### src/rtl/axil_wb_mport_bridge.sv
// Multi-port AXI-Lite to pipelined-Wishbone bridge.
// Round-robin arbitration between NPORTS AXI-Lite masters, one Wishbone
// transaction in flight, bus-error/timeout mapped to SLVERR, and writes
// with an all-zero strobe answered locally without touching the bus.
//
// Handshake rule: a transfer happens on a channel exactly in the cycle where
// its valid and ready are both high; valid never waits on ready, and payload
// (addr/data/strb or resp/rdata) is held stable while valid is high.
module axil_wb_mport_bridge #(
   parameter int NPORTS           = 2,
   parameter int C_AXI_DATA_WIDTH = 32,
   parameter int C_AXI_ADDR_WIDTH = 16,
   parameter int TIMEOUT_CYCLES   = 255,
   localparam int DW        = C_AXI_DATA_WIDTH,
   localparam int AW        = C_AXI_ADDR_WIDTH,
   localparam int SW        = C_AXI_DATA_WIDTH / 8,
   localparam int AXILLSB   = $clog2(SW),
   localparam int WB_ADDR_W = C_AXI_ADDR_WIDTH - AXILLSB,
   localparam int GW        = (NPORTS > 1) ? $clog2(NPORTS) : 1
) (
   input  logic                 clk,
   input  logic                 rst,
   input  logic [NPORTS-1:0]    i_axi_awvalid,
   output logic [NPORTS-1:0]    o_axi_awready,
   input  logic [NPORTS*AW-1:0] i_axi_awaddr,
   input  logic [NPORTS-1:0]    i_axi_wvalid,
   output logic [NPORTS-1:0]    o_axi_wready,
   input  logic [NPORTS*DW-1:0] i_axi_wdata,
   input  logic [NPORTS*SW-1:0] i_axi_wstrb,
   output logic [NPORTS-1:0]    o_axi_bvalid,
   input  logic [NPORTS-1:0]    i_axi_bready,
   output logic [NPORTS*2-1:0]  o_axi_bresp,
   input  logic [NPORTS-1:0]    i_axi_arvalid,
   output logic [NPORTS-1:0]    o_axi_arready,
   input  logic [NPORTS*AW-1:0] i_axi_araddr,
   output logic [NPORTS-1:0]    o_axi_rvalid,
   input  logic [NPORTS-1:0]    i_axi_rready,
   output logic [NPORTS*DW-1:0] o_axi_rdata,
   output logic [NPORTS*2-1:0]  o_axi_rresp,
   output logic                 o_wb_cyc,
   output logic                 o_wb_stb,
   output logic                 o_wb_we,
   output logic [WB_ADDR_W-1:0] o_wb_addr,
   output logic [DW-1:0]        o_wb_data,
   output logic [SW-1:0]        o_wb_sel,
   input  logic                 i_wb_stall,
   input  logic                 i_wb_ack,
   input  logic                 i_wb_err,
   input  logic [DW-1:0]        i_wb_data,
   output logic [GW-1:0]        o_grant,
   output logic [1:0]           fsm_state
);

   // Counter only needs to reach TIMEOUT_CYCLES-1.
   localparam int TW = (TIMEOUT_CYCLES > 1) ? $clog2(TIMEOUT_CYCLES) : 1;

   typedef enum logic [1:0] {
      S_IDLE = 2'd0,
      S_REQ  = 2'd1,
      S_WAIT = 2'd2,
      S_RESP = 2'd3
   } state_t;

   state_t            state, state_nxt;
   logic [NPORTS-1:0] wr_pend, rd_pend, any_pend, toggle;
   logic [GW-1:0]     rr_ptr, win;
   logic              found, win_wr, zero_strb;
   logic [AW-1:0]     aw_win, ar_win;
   logic [DW-1:0]     wd_win;
   logic [SW-1:0]     ws_win;
   logic              we_r;
   logic [1:0]        resp_r;
   logic [DW-1:0]     rdata_r;
   logic [TW-1:0]     to_cnt;
   logic              timeout_hit, ack_ok, err_ok, resp_hs;

   assign wr_pend   = i_axi_awvalid & i_axi_wvalid;
   assign rd_pend   = i_axi_arvalid;
   assign any_pend  = wr_pend | rd_pend;
   assign fsm_state = state;
   assign o_wb_we   = we_r & o_wb_cyc;

   // Round-robin scan from rr_ptr; per-port toggle splits read/write ties.
   always_comb begin
      found = 1'b0;
      win   = '0;
      for (int i = 0; i < NPORTS; i++) begin
         if (!found && any_pend[(int'(rr_ptr) + i) % NPORTS]) begin
            found = 1'b1;
            win   = GW'((int'(rr_ptr) + i) % NPORTS);
         end
      end
      win_wr    = wr_pend[win] && (!rd_pend[win] || !toggle[win]);
      aw_win    = i_axi_awaddr[int'(win)*AW +: AW];
      ar_win    = i_axi_araddr[int'(win)*AW +: AW];
      wd_win    = i_axi_wdata[int'(win)*DW +: DW];
      ws_win    = i_axi_wstrb[int'(win)*SW +: SW];
      zero_strb = win_wr && (ws_win == '0);
   end

   // Slave completion qualifiers: an ack beats err, and either beats timeout.
   always_comb begin
      ack_ok      = i_wb_ack && ((state == S_WAIT) || (state == S_REQ && !i_wb_stall));
      err_ok      = !ack_ok && i_wb_err &&
                    ((state == S_WAIT) || (state == S_REQ && !i_wb_stall));
      timeout_hit = (TIMEOUT_CYCLES != 0) && (to_cnt == TW'(TIMEOUT_CYCLES - 1));
      resp_hs     = we_r ? i_axi_bready[o_grant] : i_axi_rready[o_grant];
   end

   // State register.
   always_ff @(posedge clk or posedge rst) begin
      if (rst) state <= S_IDLE;
      else     state <= state_nxt;
   end

   // Next-state logic.
   always_comb begin
      state_nxt = state;
      case (state)
         S_IDLE: if (found) state_nxt = zero_strb ? S_RESP : S_REQ;
         S_REQ: begin
            if (ack_ok || err_ok || timeout_hit) state_nxt = S_RESP;
            else if (!i_wb_stall)                state_nxt = S_WAIT;
         end
         S_WAIT: if (ack_ok || err_ok || timeout_hit) state_nxt = S_RESP;
         S_RESP: if (resp_hs) state_nxt = S_IDLE;
         default: state_nxt = S_IDLE;
      endcase
   end

   // Output decode: readies only for the winner, valids only for the owner.
   always_comb begin
      o_axi_awready = '0;
      o_axi_wready  = '0;
      o_axi_arready = '0;
      o_axi_bvalid  = '0;
      o_axi_rvalid  = '0;
      o_axi_bresp   = '0;
      o_axi_rresp   = '0;
      o_axi_rdata   = '0;
      o_wb_cyc      = 1'b0;
      o_wb_stb      = 1'b0;
      case (state)
         S_IDLE: begin
            if (found && win_wr) begin
               o_axi_awready[win] = 1'b1;
               o_axi_wready[win]  = 1'b1;
            end else if (found) begin
               o_axi_arready[win] = 1'b1;
            end
         end
         S_REQ: begin
            o_wb_cyc = 1'b1;
            o_wb_stb = 1'b1;
         end
         S_WAIT: o_wb_cyc = 1'b1;
         S_RESP: begin
            if (we_r) o_axi_bvalid[o_grant] = 1'b1;
            else      o_axi_rvalid[o_grant] = 1'b1;
         end
         default: ;
      endcase
      for (int p = 0; p < NPORTS; p++) begin
         if (GW'(p) == o_grant) begin
            o_axi_bresp[2*p +: 2]  = we_r ? resp_r : 2'b00;
            o_axi_rresp[2*p +: 2]  = we_r ? 2'b00 : resp_r;
            o_axi_rdata[p*DW +: DW] = we_r ? '0 : rdata_r;
         end
      end
   end

   // Grant capture, arbitration state, timeout counter and response latch.
   always_ff @(posedge clk or posedge rst) begin
      if (rst) begin
         rr_ptr    <= '0;
         toggle    <= '0;
         o_grant   <= '0;
         we_r      <= 1'b0;
         o_wb_addr <= '0;
         o_wb_data <= '0;
         o_wb_sel  <= '0;
         resp_r    <= 2'b00;
         rdata_r   <= '0;
         to_cnt    <= '0;
      end else begin
         case (state)
            S_IDLE: begin
               if (found) begin
                  rr_ptr      <= (int'(win) == NPORTS - 1) ? '0 : win + 1'b1;
                  toggle[win] <= ~toggle[win];
                  o_grant     <= win;
                  we_r        <= win_wr;
                  resp_r      <= 2'b00;
                  rdata_r     <= '0;
                  to_cnt      <= '0;
                  if (win_wr) begin
                     o_wb_addr <= aw_win[AW-1:AXILLSB];
                     o_wb_data <= wd_win;
                     o_wb_sel  <= ws_win;
                  end else begin
                     o_wb_addr <= ar_win[AW-1:AXILLSB];
                     o_wb_data <= '0;
                     o_wb_sel  <= '1;
                  end
               end
            end
            S_REQ, S_WAIT: begin
               to_cnt <= to_cnt + 1'b1;
               if (ack_ok) begin
                  resp_r <= 2'b00;
                  if (!we_r) rdata_r <= i_wb_data;
               end else if (err_ok) begin
                  resp_r  <= 2'b10;
                  rdata_r <= '0;
               end else if (timeout_hit) begin
                  resp_r  <= 2'b10;
                  rdata_r <= '0;
               end
            end
            default: ;
         endcase
      end
   end

endmodule

### config.mk
export PLATFORM = sky130hd
export DESIGN_NAME = axil_wb_mport_bridge
export DESIGN_NICKNAME = d
export VERILOG_FILES = /design/src/rtl/axil_wb_mport_bridge.sv
export SDC_FILE = /design/constraint.sdc
export NUM_CORES = 1
export LEC_CHECK = 0
export BUFFER_PORTS_ARGS = -buffer_cell sky130_fd_sc_hd__buf_2
export CAP_MARGIN = 20
export CORE_AREA = 2 2 125 127
export CTS_BUF_LIST = sky130_fd_sc_hd__clkbuf_16
export CTS_CLUSTER_SIZE = 16
export DETAILED_ROUTE_END_ITERATION = 8
export DIE_AREA = 0 0 127 129
export MAX_ROUTING_LAYER = met4
export PLACE_DENSITY = 0.76
export SLEW_MARGIN = 20
export SYNTH_ARGS = -nofsm -noshare
export SYNTH_HDL_FRONTEND = slang
export SYNTH_SLANG_ARGS = --single-unit
### constraint.sdc
create_clock -name clk -period 5 [get_ports clk]
set_clock_uncertainty 0.1 [all_clocks]
set_input_delay 0.25 -clock clk [delete_from_list [all_inputs] [get_ports clk]]
set_output_delay 0.25 -clock clk [all_outputs]
set_load 0.1 [all_outputs]
* Word level (Yosys, flattened, before mapping)
Index checks and enable logic that the tools add are counted.
Word-level totals: bits in registers 99, bits in latches 0, bits in writable memories 0, ROM bits 0, bits of input ports 183, output and inout bits 138, logic and storage cells 136, memories 0
Operators by class: $add $sub $neg 3, multiply operators 0, divide/modulo/power cells 0, magnitude comparators 6, eq/ne operators 10, shifts and indexed selects 4, multiplexer cells 69, bitwise logic cells 5, reductions and logical operators 28
Operator list (number):
- 32-bit 2-to-1 mux | 9
- 32-bit one-hot mux with 2 select lines | 1
- 32-bit by 6-bit variable part select with 16-bit output | 2
- 64-bit by 7-bit variable part select with 32-bit output | 1
- 2-bit 2-to-1 mux | 25
- 1-bit 2-to-1 mux | 25
- 8-bit one-hot mux with 2 select lines | 1
- 14-bit 2-to-1 mux | 1
- 1-bit logical AND | 10
- 8-bit by 1-bit adder with 8-bit output, second input constant | 1
- 8-bit == test, second input constant | 1
- 8-bit 2-to-1 mux | 1
- 2-bit one-hot mux with 4 select lines | 1
- 4-bit AND reduction | 2
- 8-bit by 4-bit variable part select with 4-bit output | 1
- 1-bit by 2-bit < comparator with 1-bit output, second input constant | 3
- 1-bit zero test | 5
- 2-bit == test, second input constant | 2
- 4-bit zero test | 1
- 1-bit logical OR | 4
- 4-bit 2-to-1 mux | 1
- 2-bit inequality test, second input constant | 2
- 4-bit by 1-bit inequality test with 1-bit output, second input constant | 1
- 2-bit one-hot mux with 2 select lines | 1
- other kinds (19) | 23

* Logic depth before layout (Yosys ltp)
depth in word-level cells 17, mapped depth 9, gate-level depth less buffers 8

* Worst setup path after synthesis
Ideal clock, no wire load.
path kind register to output, start point register state[0], in the netlist fsm_state[0], end point output port o_axi_wready[1], arrival time 3701 ps, data required time 4650 ps, slack 949 ps, stages on the path, launching flop included 9, path buffers 3, path through dfrtp_1 inv_1 ha_1 inv_1 or2_2 buf_2 buf_2 nor2_1 buf_4
On the way: word-level cells in the longest chain between the ends 2
Ends and longest elaborated chain:
- start, declared | line 64 | state_t state, state_nxt;
- start signal, assigned | line 113 | else state <= state_nxt;
- 2-bit zero test
- 2-bit 2-to-1 mux
- end, declared | line 27 | output logic [NPORTS-1:0] o_axi_wready,
No other way between the ends.

* Worst setup path in the final report
start point register state[0], in the netlist fsm_state[0], end point output port o_axi_arready[0]
On the way: word-level cells in the longest chain between the ends 2
Ends and longest elaborated chain:
- 2-bit zero test | line 143 | case (state)
- 2-bit 2-to-1 mux | line 143
- end, declared | line 34 | output logic [NPORTS-1:0] o_axi_arready,
No other way between the ends.

==> metrics.yaml <==
run_status:
  outcome: "completed"
synthesis:
  synthArstFlopShare_pct: 100.0
  seq_area_frac_synth_pct: 44.08
  synth-seq-cells: 98
  yosysUniqueCellTypes: 52
  yosysWarnings: 0
  synth_top_area_share_pct: 44.08
  netlist_area_mm2: 0.005563
  synthTopCellsByArea: "dfrtp_1, mux2i_1, nand2_1, and2_1, o21ai_2"
  synth_top_cell_by_area: "dfrtp_1"
  synth_cells: 583
  synth-edff-count: 0
  postSynthAreaPerCell_um2: 9.542
  synth-main-ff-cell: "dfrtp_1"
finish:
  nets: 1058
  layout-drive-gt1-share_pct: 43.30
  area_growth_pct: 34.46
  register_area_mm2: 0.002452
  multi_input_area_mm2: 0.002851
  fillCellCount: 1446
  design_area_mm2: 0.007480
setup_path:
  cp.arrival_ns: 2.45
  crit_slowest_cell: "buf_2"
  critPathCaptureType: "output pin"
  slowest_delay_ns: 0.45
  crit_chain: "inv_1 > ha_1 > inv_1 > nor2_1 > o21ai_1 > buf_4 > nor2b_1 > buf_2"
  critPathRequiredTime_ns: 4.65
  rr_worst_depth: 8
  cp_top_family: "buffers and inverters"
  crit_type: "flop to output pin"
  crit_path_frequent_cell: "inv_1"
  path_buf_inv: 4
  critical_path_depth: 8
  worstPathMaxFanout: 14
  startpoint_type: "flop"
power_and_ir_drop:
  p_leak_nw: 4.169
  cellInternalPower_mw: 2.146
  pwr-share-clk_pct: 13.3
  p_sw_mw: 3.280
  p_per_area_mw_per_mm2: 725.3
  combPwrFrac_pct: 63.9
  switching_share_pct: 60.45
  seqPwrFrac_pct: 22.8
  ir_drop_mv: 0.3415
clocking:
  cts_buffers: 9
  clock-sinks: 98
  cts_tree: "yes"
  cts-root-buf: "clkbuf_16"
  cts_setup_buffers: 0
  htreeDepth: 3
  clockBufferDepth: 2
  cts_resized: 0
  clk_latency_ns: 0.34
  clk_pin_slew_ns: 0.07
run:
  maxCapViolCount: 0
global_routing:
  gr-usage-all-layers_pct: 20.09
  grt.overflow.total: 0
  grt_max_degree: 65
  antenna_found_initial: 0
  grt_pass1_vias: 4839
  grt_pass1_wl_um: 24780
route:
  num_vias: 5178
  drc_errors: 0
  wirelength_um: 16350
  drtAntennaViolNets: 0
  wl_per_cell_um: 15.40
  firstDrtPassIters: 4
  drtIter0Drc: 152
  vias_per_cell: 4.876
sta:
  fin_crit_sh_pct: 56.10
  hold_viol_final: 0
  min_period_ns: 2.805
  rsz0062_at_grt: "no"
  fmax_ghz: 0.3565
  slew_violations: 0
  slew_headroom_pct: 28.23
  setup_viol: 0
  tightest_slew_ns: 1.077
  fin_setup_tns_ns: 0
die:
  die_h_um: 129
  dieArea_mm2: 0.01638
  start_util_pct: 37.14
  ios: 321
  coreArea_mm2: 0.01498
  dieWidth_um: 127
  fp-row-count: 45
placed_design:
  hpwl_um: 12820
  placed_area_mm2: 0.007152
  place_congestion: 0.8055
  io_buffers: 308
min_path:
  min_path_cells: 3
  min_path_type: "primary input to flop"
-- sequential cells by signal (all words and copies together), names as in the netlist --
register / count
we_r: 1
rdata_r: 32
to_cnt: 8
o_grant: 1
resp_r: 1
o_wb_addr: 14
o_wb_sel: 4
fsm_state: 2
o_wb_data: 32
toggle: 2
rr_ptr: 1
-- layout make-up --
type / count / area share [%]
repair buffers: 315 / 21.34
flip-flops and latches: 98 / 32.79
clock inverters: 7 / 1.121
well taps: 188 / 3.145
inverters: 8 / 0.4349
clock buffers: 9 / 3.011
multi-input cells: 436 / 38.12
diodes: 1 / 0.03346
-- tightest hold or removal path: stages --
cell and delay (ns):
buf_2 0.09, nand2_1 0.05, o21ai_1 0.05
-- final timing paths --
check / start / to / slack, ns
worst min register to register: toggle[0]$_DFFE_PP0P_ / toggle[0]$_DFFE_PP0P_ / 0.36
worst max register to register: fsm_state[1]$_DFFE_PP0P_ / rdata_r[27]$_DFFE_PP0P_ / 2.54
max in group asynchronous: rst / o_wb_data[16]$_DFFE_PP0P_ / 3.24
worst min-delay path: i_wb_data[19] / rdata_r[19]$_DFFE_PP0P_ / 0.03
min in group asynchronous: rst / o_wb_addr[10]$_DFFE_PP0P_ / 0.46
worst max-delay path: fsm_state[0]$_DFFE_PP0P_ / o_axi_arready[0] / 2.20
-- synthesized netlist by cell type, drive strengths merged (2+ instances only) --
library cell,instances
nand2,131
dfrtp,98
o21ai,75
and2,70
mux2i,61
buf,27
clkbuf,17
o221ai,14
a21oi,11
inv,8
ha,7
nor2,7
mux2,5
nand3,5
nor2b,4
nor3,4
o22a,4
or2,3
a21o,2
a22o,2
a31oi,2
a32o,2
and3,2
and3b,2
nand2b,2
o21bai,2
or4,2
xnor2,2
-- stage by stage --
stage	worst slack [ns]	hold WS [ns]	utilization (%)	power [mW]	std cells
after floorplan	0.9485	0.2773	-	4.131	586
after global placement	2.346	0.2672	47.75	4.687	1044
after detailed placement	2.318	0.2620	47.75	4.739	1044
after CTS	2.033	0.02167	49.88	5.483	1061
after global routing	2.027	0.04122	49.92	5.715	1061
final	2.195	0.03462	49.94	5.425	1062
-- layout by cell type, fill, tap and decap left out, types with 3 or more instances in the layout --
cell type / count
a21oi_1: 9
inv_1: 6
mux2_2: 5
and2_1: 69
o21ai_1: 9
clkinv_1: 3
nand3_1: 5
nand2_1: 130
ha_1: 7
o21ai_2: 29
conb_1: 4
nor3_1: 4
mux2i_1: 61
nor2b_1: 3
nor2_1: 5
o21ai_0: 36
clkbuf_16: 9
dfrtp_1: 98
o22a_1: 4
buf_4: 6
o221ai_1: 14
buf_2: 308
-- power by group through the flow --
stage                     clock, mW  sequential, mW  combinational (mW)
final                         0.724            1.24                3.47
after detailed placement          0            1.25                3.49
after global routing          0.777            1.28                3.66
after CTS                     0.751            1.24                3.49
after floorplan                   0            2.18                1.95
after global placement            0            1.24                3.45
-- repair_timing --
item | CTS | global route
hold endpoints to repair | 46 | 0
setup endpoints to repair | 0 | 0
hold buffers | 1 | 0
-- logic make-up (layout without fill, tap and decap cells) --
kind of cell / count (synthesis) / after routing / synth area share, %
AO/OA/AOI/OAI: 122 / 122 / 15.95
adder cells (fa/ha/maj): 7 / 7 / 1.574
multiplexers: 67 / 67 / 12.39
buffers and inverters: 52 / 339 / 5.398
AND/OR/NAND/NOR: 234 / 234 / 20.22
other: 1 / 5 / 0.06741
flip-flops: 98 / 98 / 44.08
XOR/XNOR: 2 / 2 / 0.3149
-- metal layers --
layer / global-route usage, % / up-vias / share of wire, %
met4: 7.175 / 0 / 1.9
met5: - / - / 0
li1: - / 2556 / -
met3: 3.950 / 21 / 7.5
met2: 34.54 / 235 / 50
met1: 23.56 / 2366 / 40
Power figures use the tool's default switching activity.
